<file path="src/rtl/shift_fifo_ctrl_pkg.sv">
// Package shared by the shift-chain FIFO controller slice.
// Contents:
//   state_t   - controller FSM state encoding (IDLE / RUN / FLUSH)
//   fsm_next  - next-state rule for the controller FSM
// Optional feature macro used elsewhere in the slice: SHIFT_FIFO_ERR_EN.
package shift_fifo_pkg;

  typedef enum logic [1:0] {
    S_IDLE  = 2'd0,
    S_RUN   = 2'd1,
    S_FLUSH = 2'd2
  } state_t;

  // FLUSH lasts exactly one cycle and then follows en, like IDLE does.
  // In RUN, flush outranks a drop of en.
  function automatic state_t fsm_next(state_t s, logic en, logic flush);
    state_t n;
    n = s;
    case (s)
      S_IDLE:  n = en ? S_RUN : S_IDLE;
      S_RUN:   n = flush ? S_FLUSH : (en ? S_RUN : S_IDLE);
      S_FLUSH: n = en ? S_RUN : S_IDLE;
      default: n = S_IDLE;
    endcase
    return n;
  endfunction

endpackage

</file>
<file path="src/rtl/shift_fifo_ctrl_if.sv">
// Serial bit handshake bundle for the shift-chain FIFO controller.
// Signals:
//   in_valid / in_bit / in_ready    - producer side (push)
//   out_valid / out_bit / out_ready - consumer side (pop)
// Modports:
//   master - the environment: drives in_valid, in_bit, out_ready
//   slave  - the controller:  drives in_ready, out_valid, out_bit
interface shift_fifo_ctrl_if;

  logic in_valid;
  logic in_bit;
  logic in_ready;
  logic out_valid;
  logic out_bit;
  logic out_ready;

  modport master (
    output in_valid, in_bit, out_ready,
    input  in_ready, out_valid, out_bit
  );

  modport slave (
    input  in_valid, in_bit, out_ready,
    output in_ready, out_valid, out_bit
  );

endinterface

</file>
<file path="src/rtl/shift_fifo_ctrl_shift_chain.sv">
// DEPTH-bit serial shift chain used as FIFO storage.
// Ports:
//   clk      in   clock
//   rst      in   asynchronous active-low reset (clears the chain)
//   shift_en in   shift one place toward MSB, d enters tap 0
//   clr      in   synchronous clear, wins over shift_en
//   d        in   serial data in
//   q        out  [DEPTH-1:0] all taps
module shift_chain #(
  parameter int DEPTH = 8
) (
  input  logic             clk,
  input  logic             rst,
  input  logic             shift_en,
  input  logic             clr,
  input  logic             d,
  output logic [DEPTH-1:0] q
);

  logic [DEPTH-1:0] chain_q;

  always_ff @(posedge clk or negedge rst) begin
    if (!rst) begin
      chain_q <= '0;
    end else if (clr) begin
      chain_q <= '0;
    end else if (shift_en) begin
      chain_q <= {chain_q[DEPTH-2:0], d};
    end
  end

  assign q = chain_q;

endmodule

</file>
<file path="src/rtl/shift_fifo_ctrl.sv">
// Controller that turns a DEPTH-bit serial shift chain into a 1-bit FIFO
// with valid/ready on both sides. New bits enter tap 0 and push older bits
// toward the MSB, so the oldest bit always sits at tap pc-1.
// Ports:
//   clk, rst     clock, asynchronous active-low reset
//   en           0 parks the controller in IDLE with contents retained
//   flush        one-cycle request to discard everything stored
//   bus          shift_fifo_ctrl_if.slave handshake bundle
//   pc           occupancy / read index, 0..DEPTH
//   full, empty  pc==DEPTH, pc==0
//   busy         controller is in its one-cycle FLUSH state
//   ovf_err, udf_err  sticky error flags, present only with SHIFT_FIFO_ERR_EN
// Build option: define SHIFT_FIFO_ERR_EN to add the sticky error flags.
module shift_fifo_ctrl
  import shift_fifo_pkg::*;
#(
  parameter  int DEPTH = 8,
  localparam int PCW   = $clog2(DEPTH + 1)
) (
  input  logic               clk,
  input  logic               rst,
  input  logic               en,
  input  logic               flush,
  shift_fifo_ctrl_if.slave   bus,
  output logic [PCW-1:0]     pc,
  output logic               full,
  output logic               empty,
  output logic               busy
`ifdef SHIFT_FIFO_ERR_EN
  ,
  output logic               ovf_err,
  output logic               udf_err
`endif
);

  state_t           state_q, state_d;
  logic [PCW-1:0]   pc_q, pc_d;
  logic [DEPTH-1:0] chain;
  logic             run;
  logic             push;
  logic             pop;
  logic             out_bit_c;

  assign run   = (state_q == S_RUN);
  assign busy  = (state_q == S_FLUSH);
  assign full  = (pc_q == PCW'(DEPTH));
  assign empty = (pc_q == '0);
  assign pc    = pc_q;

  // A flush request masks both handshakes in the cycle it is raised. At full
  // in_ready stays low even if a pop happens, so there is no push-through.
  assign bus.in_ready  = run && !full  && !flush;
  assign bus.out_valid = run && !empty && !flush;

  assign push = bus.in_valid  && bus.in_ready;
  assign pop  = bus.out_valid && bus.out_ready;

  always_comb begin
    state_d = fsm_next(state_q, en, flush);
  end

  // Simultaneous push and pop: the chain shifts and the oldest bit moves up
  // one tap, so pc stays put and still indexes the next-oldest bit.
  always_comb begin
    pc_d = pc_q;
    if (busy) begin
      pc_d = '0;
    end else if (push && !pop) begin
      pc_d = pc_q + PCW'(1);
    end else if (pop && !push) begin
      pc_d = pc_q - PCW'(1);
    end
  end

  always_ff @(posedge clk or negedge rst) begin
    if (!rst) begin
      state_q <= S_IDLE;
      pc_q    <= '0;
    end else begin
      state_q <= state_d;
      pc_q    <= pc_d;
    end
  end

  shift_chain #(
    .DEPTH (DEPTH)
  ) u_chain (
    .clk      (clk),
    .rst      (rst),
    .shift_en (push),
    .clr      (busy),
    .d        (bus.in_bit),
    .q        (chain)
  );

  // Read mux: pc==k selects tap k-1; pc==0 yields 0. Written as a compare
  // loop so the PCW-wide pc never indexes the chain directly.
  always_comb begin
    out_bit_c = 1'b0;
    for (int i = 0; i < DEPTH; i++) begin
      if (pc_q == PCW'(i + 1)) begin
        out_bit_c = chain[i];
      end
    end
  end

  assign bus.out_bit = out_bit_c;

`ifdef SHIFT_FIFO_ERR_EN
  logic ovf_q, ovf_d;
  logic udf_q, udf_d;

  // Entering FLUSH clears the flags and wins over a same-cycle set.
  always_comb begin
    ovf_d = ovf_q;
    udf_d = udf_q;
    if (run && flush) begin
      ovf_d = 1'b0;
      udf_d = 1'b0;
    end else begin
      if (run && bus.in_valid && full) ovf_d = 1'b1;
      if (run && bus.out_ready && empty) udf_d = 1'b1;
    end
  end

  always_ff @(posedge clk or negedge rst) begin
    if (!rst) begin
      ovf_q <= 1'b0;
      udf_q <= 1'b0;
    end else begin
      ovf_q <= ovf_d;
      udf_q <= udf_d;
    end
  end

  assign ovf_err = ovf_q;
  assign udf_err = udf_q;
`endif

  a_pc_range: assert property (@(posedge clk) disable iff (!rst) pc_q <= PCW'(DEPTH));
  a_no_ovf:   assert property (@(posedge clk) disable iff (!rst) !(push && !pop && full));
  a_no_udf:   assert property (@(posedge clk) disable iff (!rst) !(pop && empty));

endmodule
</file>
<file path="src/flat_wrapper.sv">
// flat-port wrapper written by rule: the top's interface ports become plain ports
module shift_fifo_ctrl_flat import shift_fifo_pkg::*;
#(
  parameter  int DEPTH = 8,
  localparam int PCW   = $clog2(DEPTH + 1)
)
  (clk, rst, en, flush, pc, full, empty, busy, bus_in_valid, bus_in_bit, bus_out_ready, bus_in_ready, bus_out_valid, bus_out_bit);
  shift_fifo_ctrl_if bus_i ();
  input  logic clk;
  input  logic rst;
  input  logic en;
  input  logic flush;
  output logic [PCW-1:0] pc;
  output logic full;
  output logic empty;
  output logic busy;
  input wire logic [$bits(bus_i.in_valid)-1:0] bus_in_valid;
  input wire logic [$bits(bus_i.in_bit)-1:0] bus_in_bit;
  input wire logic [$bits(bus_i.out_ready)-1:0] bus_out_ready;
  output wire logic [$bits(bus_i.in_ready)-1:0] bus_in_ready;
  output wire logic [$bits(bus_i.out_valid)-1:0] bus_out_valid;
  output wire logic [$bits(bus_i.out_bit)-1:0] bus_out_bit;
  assign bus_i.in_valid = bus_in_valid;
  assign bus_i.in_bit = bus_in_bit;
  assign bus_i.out_ready = bus_out_ready;
  assign bus_in_ready = bus_i.in_ready;
  assign bus_out_valid = bus_i.out_valid;
  assign bus_out_bit = bus_i.out_bit;
  shift_fifo_ctrl #(.DEPTH(DEPTH)) u_core (.clk(clk), .rst(rst), .en(en), .flush(flush), .bus(bus_i), .pc(pc), .full(full), .empty(empty), .busy(busy));
endmodule
</file>
<file path="config.mk">
export PLATFORM = sky130hd
export DESIGN_NAME = shift_fifo_ctrl_flat
export DESIGN_NICKNAME = d
export VERILOG_FILES = /design/src/rtl/shift_fifo_ctrl_pkg.sv /design/src/rtl/shift_fifo_ctrl_if.sv /design/src/rtl/shift_fifo_ctrl_shift_chain.sv /design/src/rtl/shift_fifo_ctrl.sv /design/src/flat_wrapper.sv
export SDC_FILE = /design/constraint.sdc
export NUM_CORES = 1
export LEC_CHECK = 0
export ABC_AREA = 1
export CORE_MARGIN = 8
export CORE_UTILIZATION = 35
export DETAILED_ROUTE_END_ITERATION = 10
export SLEW_MARGIN = 15
export SYNTH_ARGS = -nofsm -noshare
export SYNTH_HDL_FRONTEND = slang
export SYNTH_HIERARCHICAL = 1
export SYNTH_SLANG_ARGS = --single-unit
</file>
<file path="constraint.sdc">
create_clock -name clk -period 4.7 [get_ports clk]
set_clock_uncertainty 0.2 [all_clocks]
set_input_delay 0.94 -clock clk [delete_from_list [all_inputs] [get_ports clk]]
set_output_delay 0.94 -clock clk [all_outputs]
set_load 0.005 [all_outputs]
</file>
==> impl_results.rst, run 1 <==
.. list-table::
   :header-rows: 1

   * - Metric
     - Value
   * - Number of antenna repair diodes
     - 0
   * - Worst endpoint required time
     - 3560 ps
   * - Leakage power summed over all cells
     - 0.616 nW
   * - Async S/R FF share, synth
     - 100%
   * - DR iter-0 viols
     - 33
   * - Slowest cell on the critical path
     - sky130_fd_sc_hd__clkdlybuf4s50_1
   * - Drt pass-1 iters
     - 4
   * - Total setup buffers inserted after CTS
     - 0
   * - Reg-to-reg slack, setup
     - 2630 ps
   * - Cell at the root of the clock tree
     - sky130_fd_sc_hd__clkbuf_4
   * - Post-Syn Area per Cell
     - 8.28 um2
   * - Pin slew with the least headroom to its limit
     - 762 ps
   * - Total of buffers placed on input and output ports
     - 16
   * - Fin util
     - 43.9%
   * - Number of antenna-violating nets in the routed design
     - 0
   * - Antenna violations before repair
     - 0
   * - Leading area contributor after synthesis
     - sky130_fd_sc_hd__dfrtp_1
   * - Netlist area before placement
     - 1030 um2
   * - H-Tree Depth
     - 1
   * - Power per cell area
     - 436 nW/um2
   * - Cell area reported after detailed placement
     - 1200 um2
   * - Gate count of the mapped netlist
     - 125
   * - Relative area change from synthesis to final layout
     - 18.1%
   * - Crit path DAT
     - 2270 ps
   * - Type of the worst setup path
     - input port to output pin
   * - Number of hold violations in the final report
     - 0
   * - Ys flop type
     - sky130_fd_sc_hd__dfrtp_1
   * - Clock latency at the later pin of the worst-skew pair
     - 280 ps
   * - Register bit total from synthesis
     - 14
   * - Share of final-layout standard cells stronger than drive strength 1
     - 17.0%
   * - Count of flip-flops with a built-in enable after synthesis
     - 0
   * - Die boundary height
     - 70.4 um
   * - Final weighted congestion in routability-driven placement
     - 0.879
   * - Detailed-route via count
     - 846
   * - CP endpoint kind
     - output pin
   * - Area of the die
     - 4950 um2
   * - Buffers and inverters on the worst path
     - 3
   * - Setup Viol. Count Final
     - 0
   * - Resize count post-CTS
     - 0
   * - Hold WC Path Type
     - flip-flop to flip-flop
   * - Critical path peak fanout
     - 5
   * - Max capacitance violation total
     - 0
   * - Startpoint of the worst-slack reg-to-reg timing path
     - u_core/pc[0]
   * - Accumulated negative setup slack
     - 0 ps
   * - Highest clock frequency the design can meet
     - 0.293 GHz
   * - GRT Resource Usage Total
     - 8.96%
   * - Clock-pin slew on the worst setup and hold paths
     - 80 ps
   * - Number of library cell types mapped by synthesis
     - 27
   * - Most area-consuming cells after synthesis
     - sky130_fd_sc_hd__dfrtp_1 34%, sky130_fd_sc_hd__nand2_1 15%, sky130_fd_sc_hd__nand3_1 8.7%, sky130_fd_sc_hd__nor2_8 5.8%, sky130_fd_sc_hd__ha_1 4.8%
   * - Number of buffers inserted for hold repair after clock tree synthesis
     - 0
   * - Most instantiated cells after synthesis
     - 40 x sky130_fd_sc_hd__nand2_1, 18 x sky130_fd_sc_hd__nand3_1, 14 x sky130_fd_sc_hd__dfrtp_1, 7 x sky130_fd_sc_hd__inv_1, 5 x sky130_fd_sc_hd__inv_2
   * - Total Wirelength
     - 2.12 mm
   * - Origin of the worst min-delay path
     - u_core/u_chain/q[7]
   * - RSZ-0062 raised after global routing
     - false
   * - Site row count
     - 19
   * - Wire length of the first global-routing pass
     - 3.76 mm
   * - Final slew viol count
     - 0
   * - Placeable core area
     - 2780 um2
   * - Starting density of the core
     - 37.2%
   * - Result of the run
     - complete, no violations
   * - Maximum number of pins on one net before global-route repair
     - 15
   * - Register-to-Register Path Depth
     - 10
   * - Most repeated cell in the gate-level netlist after synthesis
     - sky130_fd_sc_hd__nand2_1
   * - Slew Limit Headroom
     - 49.0%
   * - Clock buffers created by TritonCTS
     - 3
   * - Shortest period the worst path allows
     - 3410 ps
   * - Top-level port count
     - 17
   * - CP most frequent cell
     - sky130_fd_sc_hd__clkdlybuf4s50_1
   * - Clock tree from TritonCTS
     - yes
   * - Horiz. Die Dim
     - 70.4 um
   * - Kind of cell adding the most delay to the critical path
     - buffers and inverters
   * - Endpoint of the most critical register-to-register path
     - u_core/pc[3]
   * - Largest stage delay on the critical path
     - 510 ps
   * - Launch point of the worst path
     - flush
   * - Final routed DRC violation total
     - 0
   * - Synthesized netlist net count
     - 136
   * - Series of cell instances along the critical path
     - clkdlybuf4s50_1 > bufinv_8 > nand3_1 > nor2_1 > clkdlybuf4s50_1
   * - Maximum vdd ir drop
     - 295 uV
   * - Cell area after layout
     - 1220 um2
   * - Via count of the first global-routing pass
     - 867
   * - Type of origin of the critical path
     - input port
   * - Final period util
     - 72.5%
   * - Warnings, synthesis
     - 6
   * - Synth top area share
     - 33.9%
   * - Final HPWL DP
     - 1.67 mm
   * - Hold path depth
     - 2
   * - Sequential share of the synthesized area
     - 33.9%
   * - Hold worst-path end
     - u_core/u_chain/q[7]
   * - Net count of the finished layout
     - 154
   * - Post-route worst setup slack
     - 1290 ps
   * - Clock Tree Buf Depth
     - 2
   * - Residual overflow from global routing
     - 0
   * - Number of clock sinks seen by CTS
     - 14
   * - Post-detailed-route via-to-cell ratio
     - 4.92
   * - Placement-stage worst setup slack
     - 1280 ps
   * - Wire length per cell
     - 12.3 um
cells in the final DEF (no fill, tap or decap):
cell type,count
sky130_fd_sc_hd__a21boi_0,1
sky130_fd_sc_hd__a21oi_1,3
sky130_fd_sc_hd__bufinv_8,1
sky130_fd_sc_hd__clkbuf_4,3
sky130_fd_sc_hd__clkdlybuf4s50_1,16
sky130_fd_sc_hd__dfrtp_1,14
sky130_fd_sc_hd__ha_1,4
sky130_fd_sc_hd__inv_1,7
sky130_fd_sc_hd__inv_2,5
sky130_fd_sc_hd__inv_4,1
sky130_fd_sc_hd__inv_8,1
sky130_fd_sc_hd__nand2_1,40
sky130_fd_sc_hd__nand2_2,1
sky130_fd_sc_hd__nand2_4,1
sky130_fd_sc_hd__nand3_1,18
sky130_fd_sc_hd__nand3_2,2
sky130_fd_sc_hd__nand3_4,2
sky130_fd_sc_hd__nand4_1,1
sky130_fd_sc_hd__nand4_4,1
sky130_fd_sc_hd__nor2_1,4
sky130_fd_sc_hd__nor2_2,1
sky130_fd_sc_hd__nor2_4,1
sky130_fd_sc_hd__nor2_8,3
sky130_fd_sc_hd__nor3_1,2
sky130_fd_sc_hd__o21ai_0,2
sky130_fd_sc_hd__o21ai_1,2
sky130_fd_sc_hd__o21ai_2,1
sky130_fd_sc_hd__xor2_1,3
cell type report:
cell class	instances	area [um2]
fillers	279	1560
multi-input cells	93	571
flip-flops and latches	14	350
repair buffers	16	160
inverters	15	80.1
well taps	31	38.8
clock buffers	3	22.5
logic make-up (layout without fill, tap and decap cells):
logic type | after synthesis | count (layout) | share of synthesized area, %
buffers and inverters | 18 | 34 | 11.0
AND/OR/NAND/NOR | 77 | 77 | 42.8
XOR/XNOR | 3 | 3 | 2.54
flip-flops | 14 | 14 | 33.9
adder cells (fa/ha/maj) | 4 | 4 | 4.84
AO/OA/AOI/OAI | 9 | 9 | 4.96
stage by stage:
step / power, mW / std cells / hold slack (ps)
3_3_place_gp: 0.469 / 169 / 259
6_report: 0.533 / 172 / 284
2_1_floorplan: 0.382 / 125 / 242
3_5_place_dp: 0.470 / 169 / 270
4_1_cts: 0.542 / 172 / 290
5_1_grt: 0.587 / 172 / 306
power breakdown:
| part | switching, mW | internal (mW) |
|---|---|---|
| registers | 0.0462 | 0.141 |
| logic | 0.144 | 0.135 |
| clock network | 0.0373 | 0.0297 |
| total | 0.227 | 0.306 |
flip-flops by register name, indices dropped and copies added (netlist names):
register / cells
u_core/u_chain/q: 8
u_core/pc: 4
u_core/state_q: 2
per-layer routing:
| metal | GRT usage [%] | vias to the layer above | routed length [um] |
|---|---|---|---|
| met5 | 0 | - | 0 |
| met1 | 10.7 | 392 | 994 |
| met4 | 2.90 | 0 | 10 |
| li1 | - | 435 | - |
| met3 | 4.10 | 3 | 127 |
| met2 | 13.9 | 16 | 992 |
tightest hold or removal path, cell delays in order, from the launching register on:
cell and delay, ps:
sky130_fd_sc_hd__dfrtp_1 360, sky130_fd_sc_hd__nand2_1 50, sky130_fd_sc_hd__nand2_1 50
worst max path at each step:
stage | depth (start not counted) | end
global route | 9 | bus_out_bit
CTS | 5 | bus_out_valid
global placement | 5 | bus_out_valid
finish | 5 | bus_out_valid
detailed placement | 5 | bus_out_valid
floorplan | 3 | bus_out_valid
Power figures use the tool's default switching activity.
==> inputs of run 2 (changes only) <==
==> constraint.sdc (replaced) <==
create_clock -name clk -period 2.8 [get_ports clk]
set_clock_uncertainty 0.2 [all_clocks]
set_input_delay 0.56 -clock clk [delete_from_list [all_inputs] [get_ports clk]]
set_output_delay 0.56 -clock clk [all_outputs]
set_load 0.005 [all_outputs]
==> run 2 against run 1 <==
Setup slack worse by 1100 ps. Wire length is 5.3% higher. Largest power group unchanged. Critical endpoint unchanged. Sequential share of layout area is 1.5 points lower. Register-to-register slack worse by 1700 ps. Hold slack better by 4.3 ps. Highest routed layer unchanged. Sequential power is 64% higher.
==> impl_results.rst, run 2 (same netlist as run 1, synthesis figures left out) <==
.. list-table::
   :header-rows: 1

   * - Metric
     - Value
   * - Result of the run
     - complete, no violations
   * - Type of the worst setup path
     - input port to output pin
   * - Shortest period the worst path allows
     - 2620 ps
   * - Maximum number of pins on one net before global-route repair
     - 15 (unchanged)
   * - Clock-pin slew on the worst setup and hold paths
     - 90 ps (about the same)
   * - Leading cell types in the layout, fill and taps excluded
     - 40 x sky130_fd_sc_hd__nand2_1, 18 x sky130_fd_sc_hd__nand3_1, 15 x sky130_fd_sc_hd__clkdlybuf4s50_1
   * - Sequential Area
     - 352 um2 (+0.36%)
   * - Count of placed standard cells including taps
     - 173 (+2.4%)
   * - GRT Resource Usage Total
     - 9.49% (+0.53 points)
   * - Cell area after layout
     - 1290 um2 (+5.7%)
   * - Accumulated negative setup slack
     - 0 ps (unchanged)
   * - Wire length per cell
     - 12.6 um (+1.7%)
   * - Site row count
     - 19 (unchanged)
   * - Maximum vdd ir drop
     - 384 uV (+30%)
   * - Slew Limit Headroom
     - 57.5% (+8.6 points)
   * - Starting density of the core
     - 37.2% (unchanged)
   * - Clock latency at the later pin of the worst-skew pair
     - 280 ps (about the same)
   * - Placeable core area
     - 2780 um2 (unchanged)
   * - Hold WC Path Type
     - flip-flop to flip-flop
   * - Final routed DRC violation total
     - 0 (unchanged)
   * - DR iter-0 viols
     - 56 (+70%)
   * - Horiz. Die Dim
     - 70.4 um (unchanged)
   * - Count of placed standard cells in the final layout, fillers left out
     - 178 (+3.5%)
   * - Leakage power summed over all cells
     - 0.661 nW (+7.3%)
   * - Cell at the root of the clock tree
     - sky130_fd_sc_hd__clkbuf_4
   * - Post-detailed-route via-to-cell ratio
     - 4.86 (-1.2%)
   * - Number of clock sinks seen by CTS
     - 14 (unchanged)
   * - Portion of total power attributed to the clock network
     - 15.1% (+2.5 points)
   * - Antenna violations before repair
     - 0 (unchanged)
   * - Max capacitance violation total
     - 0 (unchanged)
   * - Detailed-route via count
     - 865 (+2.2%)
   * - Power dissipated by switching net loads
     - 0.414 mW (+82%)
   * - Pin slew with the least headroom to its limit
     - 635 ps (-127 ps)
   * - Number of hold violations in the final report
     - 0 (unchanged)
   * - Number of antenna repair diodes
     - 0 (unchanged)
   * - CP endpoint kind
     - output pin
   * - Fraction of power spent switching nets
     - 41.1% (-1.5 points)
   * - Net count of the finished layout
     - 159 (+3.2%)
   * - Wire length of the first global-routing pass
     - 3.91 mm (+4.0%)
   * - Share of final-layout standard cells stronger than drive strength 1
     - 23.8% (+6.8 points)
   * - Worst endpoint required time
     - 2040 ps (-1520 ps)
   * - Critical path peak fanout
     - 5 (unchanged)
   * - Proportion of power drawn by combinational gates
     - 54.6% (+2.3 points)
   * - Via count of the first global-routing pass
     - 880 (+1.5%)
   * - Flip-flop count of the largest register, all copies and words added
     - 8 (unchanged)
   * - Clock Tree Buf Depth
     - 2 (unchanged)
   * - Clock tree from TritonCTS
     - yes
   * - Worst-case hold slack
     - 288 ps (+4.31 ps)
   * - Power per cell area
     - 779 nW/um2 (+79%)
   * - Die boundary height
     - 70.4 um (unchanged)
   * - Final period util
     - 93.7%
   * - Cell area reported after detailed placement
     - 1230 um2 (+2.5%)
   * - Final slew viol count
     - 0 (unchanged)
   * - Relative area change from synthesis to final layout
     - 24.9%
   * - Number of antenna-violating nets in the routed design
     - 0 (unchanged)
   * - Power share of the sequential group
     - 30.4% (-4.7 points)
   * - Clock buffers created by TritonCTS
     - 3 (unchanged)
   * - Area of the die
     - 4950 um2 (unchanged)
   * - Final HPWL DP
     - 1.69 mm (+1.5%)
   * - Final weighted congestion in routability-driven placement
     - 0.855 (-2.7%)
   * - Highest clock frequency the design can meet
     - 0.381 GHz
   * - Total of buffers placed on input and output ports
     - 16 (unchanged)
   * - Number of buffers inserted for hold repair after clock tree synthesis
     - 0 (unchanged)
   * - Count of filler cells inserted in the layout
     - 276 (-1.1%)
   * - Residual overflow from global routing
     - 0 (unchanged)
   * - Type of origin of the critical path
     - input port
   * - Top-level port count
     - 17 (unchanged)
   * - Crit path DAT
     - 1860 ps (-410 ps)
   * - Total Wirelength
     - 2.24 mm (+5.3%)
   * - RSZ-0062 raised after global routing
     - false
   * - H-Tree Depth
     - 1 (unchanged)
   * - Commonest non-fill, non-tap cell in the layout
     - sky130_fd_sc_hd__nand2_1
   * - Drt pass-1 iters
     - 4 (unchanged)
   * - Setup Viol. Count Final
     - 0 (unchanged)
   * - Internal
     - 0.592 mW (+94%)
   * - Area taken by multi-input logic gates
     - 586 um2 (+2.6%)
## run 2: cell count changes in the layout (fill, tap and decap cells not counted), moves of 2 or more
cell | before | now
sky130_fd_sc_hd__o21ai_0 | 2 | 0
sky130_fd_sc_hd__inv_1 | 7 | 5
sky130_fd_sc_hd__o21ai_1 | 2 | 4
sky130_fd_sc_hd__inv_2 | 5 | 7
sky130_fd_sc_hd__ha_1 | 4 | 2
sky130_fd_sc_hd__buf_4 | 0 | 5
## run 2: worst paths after layout
| path | depth (start not counted) | end | from | slack (ps) |
|---|---|---|---|---|
| setup / recovery | 5 | bus_out_valid | flush | 180 |
| hold / removal | 2 | u_core/u_chain/q[7] | u_core/u_chain/q[7] | 290 |
| setup reg to reg | 10 | u_core/pc[2] | u_core/pc[0] | 980 |
| hold reg to reg | 2 | u_core/u_chain/q[7] | u_core/u_chain/q[7] | 290 |
| max in group asynchronous | 1 | u_core/pc[0] | rst | 1500 |
| min in group asynchronous | 1 | u_core/u_chain/q[1] | rst | 460 |
## run 2: cell type report
cell class | count | share of cell area [%]
multi-input combinational | 93 | 45.3
sequential | 14 | 27.2
timing repair buffer | 21 | 15.5
inverter | 15 | 6.20
tap | 31 | 3.00
clock buffer | 4 | 2.81
## run 2: what timing repair did
item,CTS,global route
cloned,0,0
setup buffers,0,1
pin swaps,0,0
resized for setup,6,3
setup endpoints to repair,2,1
## run 2: routing by layer
metal / wire [um] / GRT usage (%) / share of wire, %
met3: 141 / 4.38 / 6.3
met2: 999 / 14.3 / 45
met4: 21 / 2.90 / 0.94
met5: 0 / 0 / 0
met1: 1070 / 11.7 / 48
## run 2: power by group through the flow
stage	Sequential (mW)	Combinational, mW	Clock (mW)
floorplan	0.278	0.363	0
global placement	0.307	0.512	0
detailed placement	0.307	0.516	0
CTS	0.306	0.546	0.159
global route	0.315	0.618	0.169
finish	0.306	0.549	0.152
## run 2: worst max-delay path: stages
cell	delay (ps)
sky130_fd_sc_hd__clkdlybuf4s50_1	400
sky130_fd_sc_hd__bufinv_8	200
sky130_fd_sc_hd__nand3_1	80
sky130_fd_sc_hd__nor2_1	110
sky130_fd_sc_hd__clkdlybuf4s50_1	510
## run 2: metrics by stage
stage | setup WS [ps] | power (mW) | util (%)
floorplan | 745 | 0.640 | -
global placement | 183 | 0.819 | 44.2
detailed placement | 180 | 0.823 | 44.2
CTS | 30.2 | 1.01 | 46.1
global route | 54.6 | 1.10 | 46.5
finish | 176 | 1.01 | 46.5
==> inputs of run 3 (changes only) <==
--- a/config.mk
+++ b/config.mk
@@ -6,7 +6,6 @@
 export NUM_CORES = 1
 export LEC_CHECK = 0
 export ABC_AREA = 1
-export CORE_MARGIN = 8
 export CORE_UTILIZATION = 35
 export DETAILED_ROUTE_END_ITERATION = 10
 export SLEW_MARGIN = 15
==> run 3 against run 2 <==
Register-to-register slack worse by 140 ps. Clock-buffer cell count is 1 lower. Via count is 1.2% higher. Sequential cell count stayed put. Core utilization is 0.49 points higher. Die area is 36% lower. First-iteration DRC count is 64% lower. Final cell count is 0.56% lower. Fmax is 0.58% lower. Combinational power is 8.6% higher. Sequential share of layout area is 0.29 points lower. Global-route usage is 5.6 points higher. Critical endpoint is now empty. Largest cell class unchanged. Largest power group unchanged.
==> impl_results.rst, run 3 (same netlist as run 1, synthesis figures left out) <==
.. list-table::
   :header-rows: 1

   * - Metric
     - Value
   * - Area of the die
     - 3180 um2 (-36%)
   * - Final slew viol count
     - 0 (unchanged)
   * - Site row count
     - 19 (unchanged)
   * - Count of placed standard cells in the final layout, fillers left out
     - 177 (-0.56%)
   * - Commonest non-fill, non-tap cell in the layout
     - sky130_fd_sc_hd__nand2_1
   * - Final period util
     - 94.2% (+0.54 points)
   * - Relative area change from synthesis to final layout
     - 26.2%
   * - Type of origin of the critical path
     - flip-flop
   * - Horiz. Die Dim
     - 56.4 um (-20%)
   * - Launch point of the worst path
     - u_core/pc[0]
   * - DR iter-0 viols
     - 20 (-64%)
   * - Top-level port count
     - 17 (unchanged)
   * - Setup Viol. Count Final
     - 0 (unchanged)
   * - Number of clock sinks seen by CTS
     - 14 (unchanged)
   * - Critical path peak fanout
     - 5 (unchanged)
   * - Total of buffers placed on input and output ports
     - 16 (unchanged)
   * - Antenna violations before repair
     - 0 (unchanged)
   * - Drt pass-1 iters
     - 4 (unchanged)
   * - Buffers and inverters on the worst path
     - 3 (unchanged)
   * - Clock Tree Buf Depth
     - 2 (unchanged)
   * - Max capacitance violation total
     - 0 (unchanged)
   * - Startpoint of the worst-slack reg-to-reg timing path
     - u_core/pc[0]
   * - Count of filler cells inserted in the layout
     - 275 (-0.36%)
   * - Result of the run
     - complete, no violations
   * - Final HPWL DP
     - 1.56 mm (-7.5%)
   * - Wire length per cell
     - 12.0 um (-4.2%)
   * - Total Wirelength
     - 2.13 mm (-4.7%)
   * - Residual overflow from global routing
     - 0 (unchanged)
   * - Starting density of the core
     - 37.2% (unchanged)
   * - Worst-case hold slack
     - 281 ps (-7.26 ps)
   * - Slowest cell on the critical path
     - sky130_fd_sc_hd__clkdlybuf4s50_1
   * - Power per cell area
     - 781 nW/um2 (+0.30%)
   * - Detailed-route via count
     - 875 (+1.2%)
   * - Final weighted congestion in routability-driven placement
     - 0.878 (+2.6%)
   * - Clock tree from TritonCTS
     - yes
   * - Crit path DAT
     - 1880 ps (+20 ps)
   * - Largest stage delay on the critical path
     - 540 ps (+30 ps)
   * - Via count of the first global-routing pass
     - 873 (-0.80%)
   * - Flip-flop count of the largest register, all copies and words added
     - 8 (unchanged)
   * - Clock latency at the later pin of the worst-skew pair
     - 280 ps (about the same)
   * - Leakage power summed over all cells
     - 0.658 nW (-0.34%)
   * - Post-route worst setup slack
     - 161 ps (-15.2 ps)
   * - Clock-pin slew on the worst setup and hold paths
     - 80 ps (about the same)
   * - Maximum vdd ir drop
     - 499 uV (+30%)
   * - Sequential Area
     - 352 um2 (unchanged)
   * - Share of final-layout standard cells stronger than drive strength 1
     - 24.7% (+0.85 points)
   * - Number of hold violations in the final report
     - 0 (unchanged)
   * - Placement-stage worst setup slack
     - 186 ps (+6.45 ps)
   * - Kind of cell adding the most delay to the critical path
     - buffers and inverters
   * - Shortest period the worst path allows
     - 2640 ps (+15.2 ps)
   * - Number of antenna-violating nets in the routed design
     - 0 (unchanged)
   * - Maximum number of pins on one net before global-route repair
     - 15 (unchanged)
   * - Cell at the root of the clock tree
     - sky130_fd_sc_hd__clkbuf_4
   * - Area taken by multi-input logic gates
     - 598 um2 (+2.1%)
   * - Slew Limit Headroom
     - 56.7% (-0.87 points)
   * - Pin slew with the least headroom to its limit
     - 648 ps (+13.1 ps)
   * - Leading cell types in the layout, fill and taps excluded
     - 40 x sky130_fd_sc_hd__nand2_1, 18 x sky130_fd_sc_hd__nand3_1, 15 x sky130_fd_sc_hd__clkdlybuf4s50_1
   * - Count of placed standard cells including taps
     - 173 (unchanged)
   * - RSZ-0062 raised after global routing
     - false
   * - Series of cell instances along the critical path
     - inv_4 > ha_4 > buf_12 > nand2_1 > nor2_1 > clkdlybuf4s50_1
   * - Accumulated negative setup slack
     - 0 ps (unchanged)
   * - Origin of the worst min-delay path
     - u_core/u_chain/q[7]
   * - Type of the worst setup path
     - flip-flop to output pin
   * - CP endpoint kind
     - output pin
   * - Placeable core area
     - 2780 um2 (unchanged)
   * - GRT Resource Usage Total
     - 15.1% (+5.6 points)
   * - Wire length of the first global-routing pass
     - 3.80 mm (-3.0%)
   * - Highest clock frequency the design can meet
     - 0.379 GHz (-0.58%)
   * - Die boundary height
     - 56.4 um (-20%)
   * - Hold WC Path Type
     - flip-flop to flip-flop
   * - Post-detailed-route via-to-cell ratio
     - 4.94 (+1.7%)
   * - Clock buffers created by TritonCTS
     - 3 (unchanged)
   * - Worst endpoint required time
     - 2040 ps (about the same)
   * - H-Tree Depth
     - 1 (unchanged)
   * - Number of antenna repair diodes
     - 0 (unchanged)
   * - Net count of the finished layout
     - 159 (unchanged)
   * - Final routed DRC violation total
     - 0 (unchanged)
[run 3: cell count changes in the layout (fill, tap and decap cells not counted)]
cell	delta
sky130_fd_sc_hd__buf_12	+1
sky130_fd_sc_hd__buf_4	-1
sky130_fd_sc_hd__clkbuf_8	-1
sky130_fd_sc_hd__ha_1	-1
sky130_fd_sc_hd__ha_4	+1
sky130_fd_sc_hd__inv_1	-1
sky130_fd_sc_hd__inv_4	+1
[run 3: area by class of cell]
cell class              instances  share of cell area [%]
multi-input cells              93                    45.8
flip-flops and latches         14                    26.9
repair buffers                 21                    16.3
well taps                      31                    2.97
inverters                      15                    6.32
clock buffers                   3                    1.72
[run 3: per-layer routing]
| layer | share of wire, % | vias up | GRT usage (%) | wire [um] |
|---|---|---|---|---|
| met5 | 0 | - | 0 | 0 |
| met4 | 0 | 0 | 2.79 | 0 |
| met3 | 6.1 | 0 | 5.53 | 130 |
| met2 | 47 | 29 | 24.3 | 999 |
| met1 | 47 | 401 | 19.7 | 1000 |
| li1 | - | 445 | - | - |
[run 3: timing repair]
action	CTS	global route
hold buffers	0	0
setup endpoints to repair	1	1
resized for setup	3	10
setup buffers	0	1
pin swaps	0	2
[run 3: path summary, 6_finish.rpt]
check,end,slack [ps],depth (start not counted)
hold reg to reg,u_core/u_chain/q[7],280,2
setup / recovery,empty,160,6
setup reg to reg,u_core/pc[0],840,11
min in group asynchronous,u_core/u_chain/q[2],480,1
max in group asynchronous,u_core/pc[0],1470,1
hold / removal,u_core/u_chain/q[7],280,2
[run 3: worst min-delay path, cell delays in order (launching register included)]
cell                      delay [ps]
sky130_fd_sc_hd__dfrtp_1         350
sky130_fd_sc_hd__nand2_1          50
sky130_fd_sc_hd__nand2_1          50
[run 3: report_power, final]
part | leakage [nW] | internal, mW | total, mW | switching [mW]
clock | 0.0138 | 0.0498 | 0.114 | 0.0638
sequential | 0.185 | 0.238 | 0.310 | 0.0718
combinational | 0.459 | 0.305 | 0.596 | 0.291
[run 3: stage by stage]
step           cell area (um2)  util, %  power (mW)
2_1_floorplan             1030        -       0.640
3_3_place_gp              1230     44.2       0.812
3_5_place_dp              1230     44.2       0.818
4_1_cts                   1260     45.5       0.960
5_1_grt                   1310     47.0        1.11
6_report                  1310     47.0        1.02
